**config.mk**
```make
export PLATFORM = sky130hd
export DESIGN_NAME = mmio_timer_bank
export DESIGN_NICKNAME = d
export VERILOG_FILES = /design/src/rtl/mmio_timer_bank.sv
export SDC_FILE = /design/constraint.sdc
export NUM_CORES = 1
export LEC_CHECK = 0
export CAP_MARGIN = 5
export CORE_ASPECT_RATIO = 1.1
export CORE_MARGIN = 2
export CORE_UTILIZATION = 55
export CTS_BUF_LIST = sky130_fd_sc_hd__clkbuf_8
export CTS_CLUSTER_DIAMETER = 200
export DETAILED_ROUTE_END_ITERATION = 16
export GPL_TIMING_DRIVEN = 0
export PLACE_DENSITY = 0.72
export SYNTH_ARGS = -nofsm -noshare
export SYNTH_HDL_FRONTEND = slang
export SYNTH_SLANG_ARGS = --single-unit
```
**constraint.sdc**
```tcl
create_clock -name clock -period 27.8 [get_ports clock]
set_input_delay 8.34 -clock clock [delete_from_list [all_inputs] [get_ports clock]]
set_output_delay 8.34 -clock clock [all_outputs]
set_load 0.01 [all_outputs]
```
**src/rtl/mmio_timer_bank.sv**
```systemverilog
// MMIO timer bank: shared prescaled tick, 64-bit timestamp, NUM_CH one-shot/periodic down-counters.
// Define TIMER_FREEZE_EN to add a freeze input that pauses all counting.
module mmio_timer_bank #(
  parameter int          NUM_CH       = 4,
  parameter int          CNT_WIDTH    = 32,
  parameter logic [31:0] PRESCALE_RST = 32'd50
) (
  input  logic        clock,
  input  logic        reset,
  input  logic        sel,
  input  logic        we,
  input  logic        re,
  input  logic [7:0]  addr,
  input  logic [31:0] din,
`ifdef TIMER_FREEZE_EN
  input  logic        freeze,
`endif
  output logic [31:0] dout,
  output logic        irq
);

  logic [31:0] prescale_q, prescale_d;
  logic [31:0] presc_cnt_q, presc_cnt_d;
  logic [63:0] tick_q, tick_d;
  logic [31:0] shadow_q, shadow_d;
  logic [31:0] dout_q, dout_d;
  logic        irq_q, irq_d;
  logic [NUM_CH-1:0] status_q, status_d;
  logic [NUM_CH-1:0] en_q, en_d, per_q, per_d, ie_q, ie_d;
  logic [CNT_WIDTH-1:0] load_q  [NUM_CH];
  logic [CNT_WIDTH-1:0] load_d  [NUM_CH];
  logic [CNT_WIDTH-1:0] count_q [NUM_CH];
  logic [CNT_WIDTH-1:0] count_d [NUM_CH];

  logic [NUM_CH-1:0] ctrl_hit, load_hit, per_eff, expire;
  logic [5:0]  widx;
  logic [31:0] presc_last;
  logic [31:0] rdata;
  logic        wr, rd, run, tick;

  assign widx = 6'(addr >> 2);
  assign wr   = sel & we;
  assign rd   = sel & re;

`ifdef TIMER_FREEZE_EN
  assign run = ~freeze;
`else
  assign run = 1'b1;
`endif

  // A PRESCALE of zero behaves like one: a tick every cycle.
  assign presc_last = (prescale_q == 32'd0) ? 32'd0 : prescale_q - 32'd1;
  assign tick       = run && (presc_cnt_q == presc_last);

  genvar gi;
  generate
    for (gi = 0; gi < NUM_CH; gi++) begin : g_dec
      assign ctrl_hit[gi] = wr && (widx == {4'(gi + 1), 2'd0});
      assign load_hit[gi] = wr && (widx == {4'(gi + 1), 2'd1});
      assign per_eff[gi]  = ctrl_hit[gi] ? din[1] : per_q[gi];
    end
  endgenerate

  always_comb begin
    prescale_d  = prescale_q;
    presc_cnt_d = presc_cnt_q;
    tick_d      = tick_q;
    if (run) begin
      presc_cnt_d = tick ? 32'd0 : presc_cnt_q + 32'd1;
      if (tick) tick_d = tick_q + 64'd1;
    end
    if (wr && widx == 6'd2) begin
      prescale_d  = din;
      presc_cnt_d = 32'd0;
    end
  end

  // Channel FSM: EN is the state bit (IDLE/RUN). A CTRL write with EN=0 suppresses
  // that cycle's tick, and an EN 0->1 write reloads instead of counting.
  always_comb begin
    for (int n = 0; n < NUM_CH; n++) begin
      en_d[n]    = en_q[n];
      per_d[n]   = per_q[n];
      ie_d[n]    = ie_q[n];
      load_d[n]  = load_q[n];
      count_d[n] = count_q[n];
      expire[n]  = 1'b0;
      if (ctrl_hit[n]) begin
        en_d[n]  = din[0];
        per_d[n] = din[1];
        ie_d[n]  = din[2];
      end
      if (ctrl_hit[n] && din[0] && !en_q[n]) begin
        count_d[n] = load_q[n];
      end else if (en_q[n] && tick && !(ctrl_hit[n] && !din[0]) &&
                   count_q[n] != '0) begin
        if (count_q[n] == CNT_WIDTH'(1)) begin
          expire[n] = 1'b1;
          if (per_eff[n]) begin
            count_d[n] = load_q[n];
          end else begin
            count_d[n] = '0;
            en_d[n]    = 1'b0;
          end
        end else begin
          count_d[n] = count_q[n] - CNT_WIDTH'(1);
        end
      end
      if (load_hit[n]) load_d[n] = din[CNT_WIDTH-1:0];
    end
    // Expiry set takes priority over a same-cycle write-1-to-clear.
    if (wr && widx == 6'd3) status_d = (status_q & ~din[NUM_CH-1:0]) | expire;
    else                    status_d = status_q | expire;
  end

  always_comb begin
    rdata = 32'd0;
    case (widx)
      6'd0:    rdata = tick_q[31:0];
      6'd1:    rdata = shadow_q;
      6'd2:    rdata = prescale_q;
      6'd3:    rdata = 32'(status_q);
      default: begin
        for (int n = 0; n < NUM_CH; n++) begin
          if (widx[5:2] == 4'(n + 1)) begin
            case (widx[1:0])
              2'd0:    rdata = {29'd0, ie_q[n], per_q[n], en_q[n]};
              2'd1:    rdata = 32'(load_q[n]);
              2'd2:    rdata = 32'(count_q[n]);
              default: rdata = 32'd0;
            endcase
          end
        end
      end
    endcase
  end

  always_comb begin
    dout_d   = rd ? rdata : dout_q;
    shadow_d = (rd && widx == 6'd0) ? tick_q[63:32] : shadow_q;
    irq_d    = |(status_q & ie_q);
  end

  always_ff @(posedge clock or posedge reset) begin
    if (reset) begin
      prescale_q  <= PRESCALE_RST;
      presc_cnt_q <= 32'd0;
      tick_q      <= 64'd0;
      shadow_q    <= 32'd0;
      dout_q      <= 32'd0;
      irq_q       <= 1'b0;
      status_q    <= '0;
      en_q        <= '0;
      per_q       <= '0;
      ie_q        <= '0;
      for (int n = 0; n < NUM_CH; n++) begin
        load_q[n]  <= '0;
        count_q[n] <= '0;
      end
    end else begin
      prescale_q  <= prescale_d;
      presc_cnt_q <= presc_cnt_d;
      tick_q      <= tick_d;
      shadow_q    <= shadow_d;
      dout_q      <= dout_d;
      irq_q       <= irq_d;
      status_q    <= status_d;
      en_q        <= en_d;
      per_q       <= per_d;
      ie_q        <= ie_d;
      load_q      <= load_d;
      count_q     <= count_d;
    end
  end

  assign dout = dout_q;
  assign irq  = irq_q;

endmodule
```
======== Yosys cells after proc, flatten, opt, wreduce, memory -nomap -nowiden ========
Cells that the tools add are included.
word-level totals
  register bits ........................... 465
  bits of input ports ..................... 45
  output and inout bits ................... 33
  word-level logic and storage cells ...... 178
cells by class
  $add $sub $neg .......................... 7
  eq/ne operators ......................... 22
  muxes and demuxes ....................... 65
  bitwise logic cells ..................... 7
  reduce and logical (&&, ||, !) cells .... 56
operator list
  cell                     count
  $mux W32                 23
  $pmux W32 S3             4
  $sub A32 B1 Y32 const B  5
  $eq A32 B1 Y1 const B    4
  $pmux W32 S4             1
  $reduce_bool A32 Y1      4
  $add A64 B1 Y64 const B  1
  $mux W1                  36
  $logic_and A1 B1 Y1      35
  $add A32 B1 Y32 const B  1
  $eq A32 B32 Y1           1
  $logic_not A32 Y1        1
  $eq A6 B4 Y1 const B     4
  $eq A6 B2 Y1 const B     2
  $eq A6 B3 Y1 const B     2
  $eq A6 B5 Y1 const B     2
  $logic_not A1 Y1         9
  $and A4 B4 Y4            2
  $eq A4 B2 Y1 const B     2
  $or A4 B4 Y4             2
  $reduce_bool A2 Y1       4
  $eq A6 B1 Y1 const B     1
  $logic_not A6 Y1         1
  $eq A4 B1 Y1 const B     1
  8 further kinds          9

======== Logic depth before layout (Yosys ltp) ========
Gate-level depths: netlist of the first run.
  depth after elaboration ................. 10
  gate-level depth with buffers ........... 18
  depth with buffers taken out ............ 12

======== Least setup slack after synthesis of the first run ========
OpenSTA, ideal clock, no wires.
  path type ............................... input -> register
  start point ............................. in addr[6]
  end point ............................... reg count_q[125] in the netlist's numbering
  setup time .............................. 0.094 ns
  data arrival time ....................... 10.620 ns
  data required time ...................... 27.706 ns
  slack ................................... 17.086 ns
  stages on the path ...................... 12
  path buffers ............................ 4
  path through ............................ clkbuf_1 nor2_1 nand2_1 nor2_1 nand2_1 or3_1 clkbuf_1 o21ai_0 clkbuf_1 clkbuf_1 a211oi_1 a211oi_1
between the ends
  longest elaborated chain between the ends .. 7
  elaborated cells between the ends (all ways) .. 14
  classes of those cells .................. eq/ne: 1; mux: 5; reduce/logical: 8
RTL lines
  what                                                    RTL line  source
  from (decl)                                             13        input logic [7:0] addr,
  $eq A6 B3 Y1 (*)                                        58        assign ctrl_hit[gi] = wr && (widx == {4'(gi + 1), 2'd0});
  $logic_and A1 B1 Y1 (*)                                 58
  $mux W1 / $logic_and A1 B1 Y1 (equally long branches)   -
  $mux W32 / $logic_not A1 Y1 (equally long branches)     99, 95
  $mux W32 / $logic_and A1 B1 Y1 (equally long branches)  97, 95
  $mux W32 / $logic_and A1 B1 Y1 (equally long branches)  95        end else if (en_q[n] && tick && !(ctrl_hit[n] && !din[0]) &&
  $mux W32 / $reduce_bool A2 Y1 (equally long branches)   -
  to (signal assigned)                                    172       count_q <= count_d;
  to (decl)                                               32        logic [CNT_WIDTH-1:0] count_q [NUM_CH];
Every way passes the cells marked *; elsewhere a longest branch is shown, timed or not. The select of a mux whose other input is x is not followed.
A chain may end at the register's enable or synchronous reset.

======== Final worst setup path of the first run ========
  start point ............................. in addr[3]
  end point ............................... reg dout_q[17] (netlist: dout[17])
between the ends
  longest elaborated chain between the ends .. 7
  elaborated cells between the ends (all ways) .. 16
  classes of those cells .................. eq/ne: 5; mux: 9; reduce/logical: 2
RTL lines
  what                                        RTL line  source
  $eq A2 B2 Y1, or another cell as far along  126       case (widx[1:0])
  $pmux W32 S3                                126
  $mux W32 (4 in series)                      125       if (widx[5:2] == 4'(n + 1)) begin
  $pmux W32 S4 (*)                            118       case (widx)
  to (signal assigned)                        165       dout_q <= dout_d;
  to (decl)                                   26        logic [31:0] dout_q, dout_d;
Every way passes the cells marked *; elsewhere a longest branch is shown, timed or not.

==> results of run 1 <==
power breakdown:
part / switching [W] / leakage (nW) / total (W) / internal (W)
Combinational: 0.000324 / 5.57 / 0.000498 / 0.000174
Sequential: 0.0000850 / 6.30 / 0.000830 / 0.000745
Clock: 0.000314 / 0.973 / 0.000685 / 0.000371
Total: 0.000723 / 12.8 / 0.00201 / 0.00129
worst max path at each step:
stage | cells past startpoint | start | to
5_1_grt | 12 | addr[7] | count_q[107]
4_1_cts | 12 | addr[7] | count_q[113]
3_5_place_dp | 12 | addr[7] | count_q[113]
2_1_floorplan | 1 | reset | count_q[0]
6_report | 9 | addr[3] | dout[17]
3_3_place_gp | 2 | reset | count_q[55]
final cells by class:
cell class              instances  area [sq um]
diodes                         13         32.53
plain buffers                 241         989.7
clock buffers                 109          1500
clock inverters                36         240.2
fillers                      4086         17740
inverters                      56         217.7
multi-input cells            2105         14060
flip-flops and latches        465         11640
well taps                     645         807.0
repair buffers                 76         803.3
worst register-to-register path, delay by kind of cell (launching register included):
family	cells	cell delay, ps
compound gates	3	720
fa+ha+maj	1	320
buf+inv	5	1400
flops	1	370
simple gates	7	3940
registers in the layout (all words and copies together), names as in the netlist:
register / count
per_q: 4
count_q: 128
presc_cnt_q: 32
shadow_q: 32
en_q: 4
tick_q: 64
ie_q: 4
prescale_q: 32
load_q: 128
dout: 32
status_q: 4
irq: 1
layer usage:
layer  GRT usage (%)  vias up
met5               0        -
met4           29.25        6
met3           12.03      427
met2           65.00     2008
met1           55.66    12930
li1                -    11220
cell usage in the layout, fill, tap and decap left out, drive strengths merged, types with 57 or more instances in the layout:
| cell | count |
|---|---|
| nor3 | 117 |
| nor2 | 277 |
| mux2 | 188 |
| o21ai | 168 |
| a22oi | 114 |
| mux2i | 57 |
| nor4 | 60 |
| inv | 78 |
| clkdlybuf4s50 | 70 |
| xor2 | 79 |
| dfrtp | 462 |
| a21oi | 170 |
| nand2 | 158 |
| nand3 | 76 |
| clkbuf | 306 |
cells by family after synthesis:
| kind of cell | Yosys count | share of synthesized area, % |
|---|---|---|
| AND/OR/NAND/NOR | 882 | 16.19 |
| AO/OA/AOI/OAI | 850 | 21.68 |
| flip-flops | 465 | 43.29 |
| buffers and inverters | 297 | 4.463 |
| multiplexers | 245 | 9.996 |
| XOR/XNOR | 117 | 3.863 |
| adder cells (fa/ha/maj) | 11 | 0.5119 |
per-stage QoR:
step | total power (W) | cells
global route | 0.002094 | 3741
global placement | 0.001300 | 3582
finish | 0.002014 | 3746
CTS | 0.001993 | 3732
detailed placement | 0.001314 | 3587
floorplan | 0.001141 | 2867
==> run summary, run 1 <==
status = finished, final reports clean
period utilisation layout = 42.96%
leakage = 12.84 nW
setup TNS = 0 ps
Core Area = 48030 sq um
hold_ws = 470.1 ps
synth cell count leaders = dfrtp_1, nor2_1, clkbuf_1
Reg2Reg Setup Slack = 21000 ps
clk slew on worst S/H paths = 60 ps
Mapped Avg Cell Area = 9.378 sq um
pre-CTS setup slack = 15510 ps
num ports = 78
first-pass GRT wire length = 165.3 mm
Rel. slew slack = 15.93%
gpl congestion = 1.037
initial DRC count = 3941
Die Y = 235.9 um
Total GRT Usage = 43.66%
remaining global-route overflow = 0
area leader, netlist = dfrtp_1
Hold Path Class = register to register
VDD IR max = 0.04239 mV
max cap viols = 0
Max Freq = 83.74 MHz
CP endpoint kind = register
flops & latches, synth = 465
number of clock sinks = 465
syn_nets = 2923
die area = 50670 sq um
critical hold path startpoint = tick_q[63]
routed len/inst = 29.92 um
H-tree Lvls = 3
Nets = 3084
EDFF count, synth = 0
crit-path cells = clkdlybuf4s50_1 -> nor2b_1 -> clkbuf_1 -> clkbuf_1 -> buf_1 -> a22oi_1 -> o221ai_1 -> a21oi_1 -> o21ai_0
Setup violations, final = 0
unrepaired setup endpoints after global routing = false
worst-path fanout max = 10
final core occ = 63.06%
maximum buffer depth of the clock tree = 3
Slowest cell on crit path = o221ai_1
Max Used Layer = met5
CTS tree = yes
fin crit period = 11940 ps
Clk Tree Root Cell = clkbuf_8
Final ANT Viol Nets = 0
fraction of registers with async set/reset = 100.0%
DRT Wirelength = 112.1 mm
WHS Endpoint = tick_q[63]
post-CTS setup buffers = 0
worst slew pin tran = 1251 ps
Chip Width = 214.8 um
wire length on met3 = 13.79 mm
number of global-route vias before repair = 25360
Cell Area, Synth = 26890 sq um
arrival time of the worst setup path = 12560 ps
Worst Hold Path Cells = 1
design area = 30290 sq um
area delta synth->final = 12.66%
Yosys top cell area share = 43.00%
reg-to-reg startpoint = prescale_q[0]
sequential share of the synthesized area = 43.29%
slowest stage delay, CP = 950 ps
Worst Slack Setup Final = 15860 ps
# DRC = 0
via count = 26590
Fin Clk Skew = 34.14 ps
cell mode on critical path = clkbuf_1
layout cell share with drive strength beyond 1 = 12.14%
Syn Inst Count = 2867
predominant post-synthesis flop cell = dfrtp_1
library cells used by synthesis = 83
met2 wire len = 48.37 mm
placed instance area = 28510 sq um
reg2reg path depth = 16
Via density = 7.097
worst path bufs/invs = 4
post-cts gate resize count = 0
CTS Buf Count = 83
r2r endpoint = count_q[14]
# rows = 84
most frequently used cell type in the post-synthesis netlist = dfrtp_1
Worst-Skew Late Latency = 710 ps
initial antenna violation count = 9
starting density of the core = 55.98%
top cells by area, synth = dfrtp_1, mux2_2, nor2_1, a22oi_1, a21oi_1
Slew Viols, Final = 0
number of failing hold endpoints at the final stage = 0
largest net degree at the start of global routing = 136
PwrDens = 66.49 nW/um^2
crit path kind = primary input to register
DR pass1 iterations = 7
post-DP HPWL = 80.45 mm
Crit path max-delay family = buffers and inverters
cts hold-fix bufs = 0
I/O Buffers = 70
Worst setup SP type = primary input
Yosys warning total = 0
worst path required time = 28410 ps
met1 wire length = 41.36 mm
No activity file was read; power rests on OpenSTA's default activity.
==> run 2: changes to the inputs <==
==> constraint.sdc (replaced) <==
create_clock -name clock -period 12.2 [get_ports clock]
set_input_delay 3.66 -clock clock [delete_from_list [all_inputs] [get_ports clock]]
set_output_delay 3.66 -clock clock [all_outputs]
set_load 0.01 [all_outputs]
==> run summary, run 2 (same netlist as run 1, synthesis figures left out) <==
Rel. slew slack = 20.01% (+4.1 points)
remaining global-route overflow = 0 (unchanged)
Nets = 3089 (+0.16%)
worst-path fanout max = 10 (unchanged)
post-CTS setup buffers = 0 (unchanged)
Worst-Skew Late Latency = 710 ps (about the same)
Setup violations, final = 0 (unchanged)
most frequent cells in the layout = dfrtp_1, nor2_1, clkbuf_1
VDD IR max = 0.1140 mV (+170%)
DR pass1 iterations = 6 (-1)
PwrDens = 148.0 nW/um^2 (+120%)
die area = 50670 sq um (unchanged)
number of failing hold endpoints at the final stage = 0 (unchanged)
fin crit period = 7181 ps
Slowest cell on crit path = buf_1
Total GRT Usage = 43.59% (-0.075 points)
num ports = 78 (unchanged)
design area = 30300 sq um (about the same)
initial DRC count = 4071 (+3.3%)
reg2reg path depth = 16 (unchanged)
max cap viols = 0 (unchanged)
Fin Clk Skew = 26.32 ps (-7.815 ps)
Chip Width = 214.8 um (unchanged)
leakage = 12.85 nW (+0.13%)
cts hold-fix bufs = 0 (unchanged)
worst slew pin tran = 1189 ps (-62.59 ps)
placed instance area = 28670 sq um (+0.54%)
number of global-route vias before repair = 25280 (-0.31%)
Via density = 7.046 (-0.71%)
largest net degree at the start of global routing = 45 (-67%)
unrepaired setup endpoints after global routing = false
area delta synth->final = 12.69% (about the same)
gpl congestion = 1.064 (+2.7%)
clk slew on worst S/H paths = 60 ps (about the same)
number of clock sinks = 465 (unchanged)
period utilisation layout = 58.86%
starting density of the core = 55.98% (unchanged)
CP endpoint kind = register
Worst setup SP type = primary input
I/O Buffers = 70 (unchanged)
post-DP HPWL = 80.51 mm (about the same)
arrival time of the worst setup path = 7800 ps (-4760 ps)
status = finished, final reports clean
first-pass GRT wire length = 165.5 mm (+0.14%)
maximum buffer depth of the clock tree = 3 (unchanged)
CTS tree = yes
Core Area = 48030 sq um (unchanged)
commonest non-fill, non-tap cell in the layout = dfrtp_1
Hold Path Class = register to register
# DRC = 0 (unchanged)
Die Y = 235.9 um (unchanged)
DRT Wirelength = 111.3 mm (-0.66%)
Final ANT Viol Nets = 0 (unchanged)
layout cell share with drive strength beyond 1 = 11.82% (-0.33 points)
CTS Buf Count = 80 (-3.6%)
slowest stage delay, CP = 720 ps (-230 ps)
biggest regs = count_q (128), load_q (128), tick_q (64)
Slew Viols, Final = 0 (unchanged)
worst path required time = 12820 ps (-15590 ps)
Clk Tree Root Cell = clkbuf_8
routed len/inst = 29.71 um (-0.71%)
cell mode on critical path = clkbuf_1
crit path kind = primary input to register
initial antenna violation count = 8 (-1)
# rows = 84 (unchanged)
Worst Hold Path Cells = 2 (+1)
post-cts gate resize count = 0 (unchanged)
via count = 26410 (-0.66%)
crit-path cells = clkdlybuf4s50_1 -> nor2b_1 -> clkbuf_1 -> clkbuf_1 -> buf_1 -> a22oi_1 -> o221ai_1 -> a21oi_1 -> o21ai_0
final core occ = 63.08% (about the same)
H-tree Lvls = 3 (unchanged)
Max Freq = 139.3 MHz
-- run 2: cell count changes in the layout (fill, tap and decap cells not counted), moves of 3 or more --
cell,previous run,this run
clkinv_2,11,2
buf_16,3,0
clkbuf_8,109,100
inv_1,72,83
buf_12,0,12
-- run 2: area by class of cell --
type	instances	area, sq um
fillers	4138	17730
diodes	14	35.03
well taps	645	807.0
repair buffers	84	955.9
inverters	56	214.0
clock buffers	100	1376
clock inverters	38	220.2
flip-flops and latches	465	11640
multi-input cells	2105	14060
plain buffers	241	989.7
-- run 2: critical path: cells and delay by family --
family	cells	cell delay (ps)
compound gates	4	1340
buf+inv	4	2600
simple gates	1	190
-- run 2: metrics by stage --
| stage | setup TNS [ps] | power, W | hold slack, ps | instances | worst slack (ps) |
|---|---|---|---|---|---|
| after floorplan | 0 | 0.002601 | 437.8 | 2867 | 2248 |
| after CTS | 0 | 0.004438 | 485.2 | 3734 | 5457 |
| final | 0 | 0.004484 | 483.6 | 3748 | 5019 |
| after global placement | -347480 | 0.002960 | 465.7 | 3582 | -840.1 |
| after global routing | 0 | 0.004666 | 500.6 | 3737 | 5083 |
| after detailed placement | 0 | 0.002995 | 473.3 | 3596 | 4746 |
-- run 2: layer usage --
layer | global-route usage [%] | up-vias | part of all wire (%)
li1 | - | 11220 | -
met4 | 27.10 | 4 | 7.3
met2 | 65.33 | 1831 | 43
met1 | 55.93 | 12950 | 37
met5 | 0 | - | 0.029
met3 | 12.16 | 413 | 12
-- run 2: path summary, 6_finish.rpt --
path | endpoint | from | slack [ps]
hold / removal | dout[31] | dout[31] | 480
setup reg to reg | count_q[5] | prescale_q[0] | 5510
hold reg to reg | dout[31] | dout[31] | 480
min in group asynchronous | count_q[79] | reset | 3360
setup / recovery | dout[5] | addr[3] | 5020
max in group asynchronous | tick_q[56] | reset | 7380
-- run 2: where the power goes --
group	leakage [nW]	switching (W)	internal [W]
Sequential	6.30	0.000196	0.00170
Combinational	5.63	0.000734	0.000400
Clock	0.924	0.000694	0.000761
==> patch 1: new RTL, flow settings as in run 1 <==
`CNT_WIDTH`: 32 -> 16.
--- a/src/rtl/mmio_timer_bank.sv
+++ b/src/rtl/mmio_timer_bank.sv
@@ -2,7 +2,7 @@
 // Define TIMER_FREEZE_EN to add a freeze input that pauses all counting.
 module mmio_timer_bank #(
   parameter int          NUM_CH       = 4,
-  parameter int          CNT_WIDTH    = 32,
+  parameter int          CNT_WIDTH    = 16,
   parameter logic [31:0] PRESCALE_RST = 32'd50
 ) (
   input  logic        clock,
Function: changed (a bounded check fails within 4 cycles, from zero or initial values and one cycle with reset high).
==> patch 1 against run 1 <==
Combinational power is 49% lower; design area is 28% lower; maximum frequency is 1.8% lower; sequential cell count is 128 lower; synthesized cell count is 31% lower; critical path depth is 1 lower; register-to-register slack better by 1100 ps; routed wire length is 44% lower; worst setup slack worse by 220 ps; area after synthesis is 29% lower; via count is 35% lower; sequential share of layout area is 0.37 points higher; power is 36% lower; largest power group unchanged; highest routed layer is now met4.
==> patch 1: results (changes against run 1) <==
INFO  status         run_status=completed
INFO  routing        post_drt_via_cell_ratio=6.58 [-7.3%]
INFO  setup_path     cp_data_arrival_time=12650ps [+90 ps]
INFO  placement      gp_routability_congestion=0.998 [-3.7%]
INFO  logic_synthesis most_frequent_cells_after_synthesis=dfrtp_1 (334), nor2_1 (152), mux2_2 (124)
INFO  final_layout   final_net_count=2183 [-29%]
INFO  sta            transition_time_at_the_pin_with_the_least_slew_margin=1010ps [-243 ps]
INFO  clock_network  insertion_delay=670ps [-40 ps]
INFO  logic_synthesis synth-compound-area-share=0.167 [-0.0501]
INFO  final_layout   num-fill-cells=2887 [-29%]
INFO  final_layout   drive_above_1_share=0.124 [+0.00230]
INFO  routing        detail_route.iter0.violations=1636 [-58%]
INFO  placement      buffers_added_on_ports=74 [+5.7%]
INFO  logic_synthesis synth_cell_type_count=87 [+4.8%]
INFO  setup_path     worst_path_max_delay_cell=clkbuf_1
INFO  logic_synthesis post_synth_xor_area_fraction=0.0636 [+0.0249]
INFO  setup_path     r2r_end=status_q[3]
INFO  setup_path     critical-path-max-stage-delay=790ps [-160 ps]
INFO  setup_path     critical_path.reg2reg.startpoint=prescale_q[8]
INFO  logic_synthesis yosys-mux-area-fraction=0.101 [+0.000610]
INFO  global_routing grt_pass1_wl=98200um [-41%]
INFO  logic_synthesis synth_top_area_share=0.435 [+0.00512]
INFO  logic_synthesis synth_area_leaders=dfrtp_1 (44%), mux2_2 (7.3%), xnor2_1 (3.1%)
INFO  logic_synthesis synth_adder_area_share=0.00782 [+0.00270]
INFO  logic_synthesis synth_fp_nets=2048 [-30%]
INFO  power          power.static_leakage=9.46nW [-26%]
INFO  global_routing maximum_number_of_pins_on_one_net_before_global_route_repair=121 [-11%]
INFO  routing        drt-pass1-iter-count=6 [-1]
INFO  power          power.ir.vdd_worst=37.3uV [-12%]
INFO  final_layout   largestRegisters=count_q x64, load_q x64, tick_q x64
INFO  clock_network  tritoncts.num_buffers=57 [-31%]
INFO  placement      dpl.hpwl=46200um [-43%]
INFO  logic_synthesis sequential_element_share_of_the_synthesized_area=0.439 [+0.00629]
INFO  setup_path     register_to_register_setup_slack=22080ps [+1080 ps]
INFO  global_routing globalRouteTotalUtil=0.353 [-0.0839]
INFO  global_routing grt_pass1_vias=16.8k [-34%]
INFO  routing        avgRoutedWirePerCell=24.2um [-19%]
patch 1: changes by cell type after synthesis, moves of 30 or more:
cell and change:
o21ai_0 -44, o211ai_1 -35, a21oi_1 -68, nand2_1 -35, a22oi_1 -65, o311ai_0 -41
mux2_2 -64, xnor2_1 +31, nor2_1 -125, dfrtp_1 -128, nor3_1 -31, clkbuf_1 -86
a32oi_1 -31, a211oi_1 -30
patch 1: per-stage QoR:
stage	instances	hold WS, ps	power (W)	instance area (um2)	worst slack (ps)
2_1_floorplan	1991	438	0.000747	19200	10130
4_1_cts	2612	467	0.00129	21700	15810
5_1_grt	2613	499	0.00135	21700	15520
3_3_place_gp	2503	453	0.000831	20500	6060
6_report	2616	465	0.00129	21700	15640
3_5_place_dp	2505	457	0.000839	20600	15160
patch 1: layer usage:
metal | routed length, um | GRT usage
met4 | 2820 | 0.159
met3 | 6280 | 0.0945
met5 | 0 | 0
met2 | 27600 | 0.531
met1 | 26500 | 0.481
patch 1: power by group:
group	switching (W)	leakage (nW)	internal [W]
Sequential	0.0000567	4.52	0.000527
Combinational	0.000154	4.27	0.000101
Clock	0.000215	0.681	0.000241
Total	0.000425	9.46	0.000869
patch 1: area by class of cell:
| cell class | count | area (um2) | area share |
|---|---|---|---|
| Antenna cell | 4 | 10.0 | 0.000460 |
| Inverter | 39 | 154 | 0.00708 |
| Tap cell | 438 | 548 | 0.0252 |
| Clock buffer | 71 | 977 | 0.0449 |
| Timing Repair Buffer | 76 | 796 | 0.0366 |
| Clock inverter | 36 | 195 | 0.00898 |
| Multi-Input combinational cell | 1477 | 10100 | 0.464 |
| Buffer | 138 | 546 | 0.0251 |
| Sequential cell | 337 | 8440 | 0.388 |
patch 1: logic make-up after synthesis:
kind of cell	Yosys count
compound gates	476
fa+ha+maj	12
mux	172
flops	337
simple gates	684
xor+xnor	133
buf+inv	177
patch 1: worst max-delay path: cells and delay by family:
family	cells	cell delay (ps)
and+or+nand+nor	1	450
AOI/OAI and AO/OA	2	490
buffers and inverters	5	3350
patch 1: worst max path at each step:
stage / from / endpoint / slack [ps]
detailed placement: addr[2] / status_q[3] / 15160
CTS: addr[2] / status_q[3] / 15810
global placement: reset / tick_q[51] / 6060
global route: addr[2] / status_q[3] / 15520
floorplan: reset / count_q[0] / 10130
finish: addr[2] / status_q[3] / 15640
==> patch 2: new RTL, flow settings as in run 1 <==
Made on the original files. Register the output `dout` once more, with the module's reset; this adds one clock of latency there. The other outputs are not delayed to match.
--- a/src/rtl/mmio_timer_bank.sv
+++ b/src/rtl/mmio_timer_bank.sv
@@ -173,7 +173,13 @@
     end
   end
 
-  assign dout = dout_q;
+  always_ff @(posedge clock or posedge reset) begin
+    if (reset) begin
+      dout <= '0;
+    end else begin
+      dout <= dout_q;
+    end
+  end
   assign irq  = irq_q;
 
 endmodule
Function: changed (Yosys sat finds a counterexample within 4 cycles, from zero or initial values and one cycle with reset high).
==> patch 2 against run 1 <==
Routed wire length is 3.6% higher; critical path depth is 3 higher; design area is 3.1% higher; sequential cell count is 32 higher; clock skew is 16 ps higher; worst setup slack worse by 90 ps; global-route usage is 0.91 points higher; register-to-register slack better by 290 ps; cell count hardly changed; area after synthesis is 2.5% higher; power is 0.58% lower; via count is 0.28% higher; largest power group unchanged.
==> patch 2: results (changes against run 1) <==
INFO  setup_path     crit_start=sel
INFO  clock_network  insertion_delay=730ps [+20 ps]
INFO  placement      gp_routability_congestion=1.05 [+1.6%]
INFO  power          pwr-share-comb=0.198 [-0.049]
INFO  clock_network  tritoncts.num_buffers=86 [+3.6%]
INFO  power          p_switching=0.000665W [-8.0%]
INFO  clock_network  cts.sink_count=497 [+6.9%]
INFO  final_layout   multi_input_gate_share_of_total_cell_area=0.450 [-0.0137]
INFO  min_path       min_from=dout_q[18]
INFO  global_routing maximum_number_of_pins_on_one_net_before_global_route_repair=130 [-4.4%]
INFO  global_routing globalRouteTotalUtil=0.446 [+0.00910]
INFO  status         run_status=completed
INFO  final_layout   nonClkBufAreaFrac=0.0560 [-0.00318]
INFO  final_layout   number_of_multi_input_logic_gates=2080 [-1.2%]
INFO  logic_synthesis most_frequent_cells_after_synthesis=dfrtp_1 (494), nor2_1 (203), nand2_1 (199)
INFO  logic_synthesis synth_area_leaders=dfrtp_1 (45%), mux2_2 (7.7%), a22oi_1 (2.8%)
INFO  final_layout   layout.non_clock_inverters=44 [-21%]
INFO  logic_synthesis sequential_element_share_of_the_synthesized_area=0.451 [+0.0183]
INFO  setup_path     path_delay_family=simple AND/OR/NAND/NOR gates
INFO  setup_path     worst_path_max_delay_cell=or3b_2
INFO  final_layout   multiInputGateArea=0.0141mm2 [about the same]
INFO  sta            max_slew_margin=0.165 [+0.00544]
INFO  final_layout   clk_share=0.0628 [+0.00533]
INFO  final_layout   clockBufferCount=119 [+9.2%]
INFO  routing        post_drt_via_cell_ratio=7.11 [+0.23%]
INFO  placement      dpl.hpwl=84600um [+5.1%]
INFO  routing        detail_route.iter0.violations=3839 [-2.6%]
INFO  logic_synthesis synth_fp_nets=2901 [-0.75%]
INFO  placement      dp_cells=3583 [-0.11%]
INFO  setup_path     critical-path-max-stage-delay=560ps [-390 ps]
INFO  setup_path     timing.critical_path.to=count_q[37]
## patch 2: per-layer routing
layer | routed length (um) | up-vias | global-route usage
met4 | 9870 | 16 | 0.313
met3 | 13400 | 503 | 0.124
li1 | - | 11200 | -
met5 | 115 | - | 0
met2 | 50400 | 1902 | 0.670
met1 | 42300 | 13100 | 0.556
## patch 2: through the flow
stage / TNS (ps) / hold slack [ps] / worst slack, ps
after floorplan: 0 / 354 / 5590
after global placement: -14450 / 362 / -82.4
after detailed placement: 0 / 358 / 15310
after CTS: 0 / 374 / 16030
after global routing: 0 / 382 / 15760
final: 0 / 373 / 15770
## patch 2: cell families after synthesis
family / share of synthesized area
muxes: 0.0981
adders and majority gates: 0.00499
and+or+nand+nor: 0.166
buffers and inverters: 0.0388
DFF: 0.451
AOI/OAI and AO/OA: 0.201
xor gates and xnor gates: 0.0394
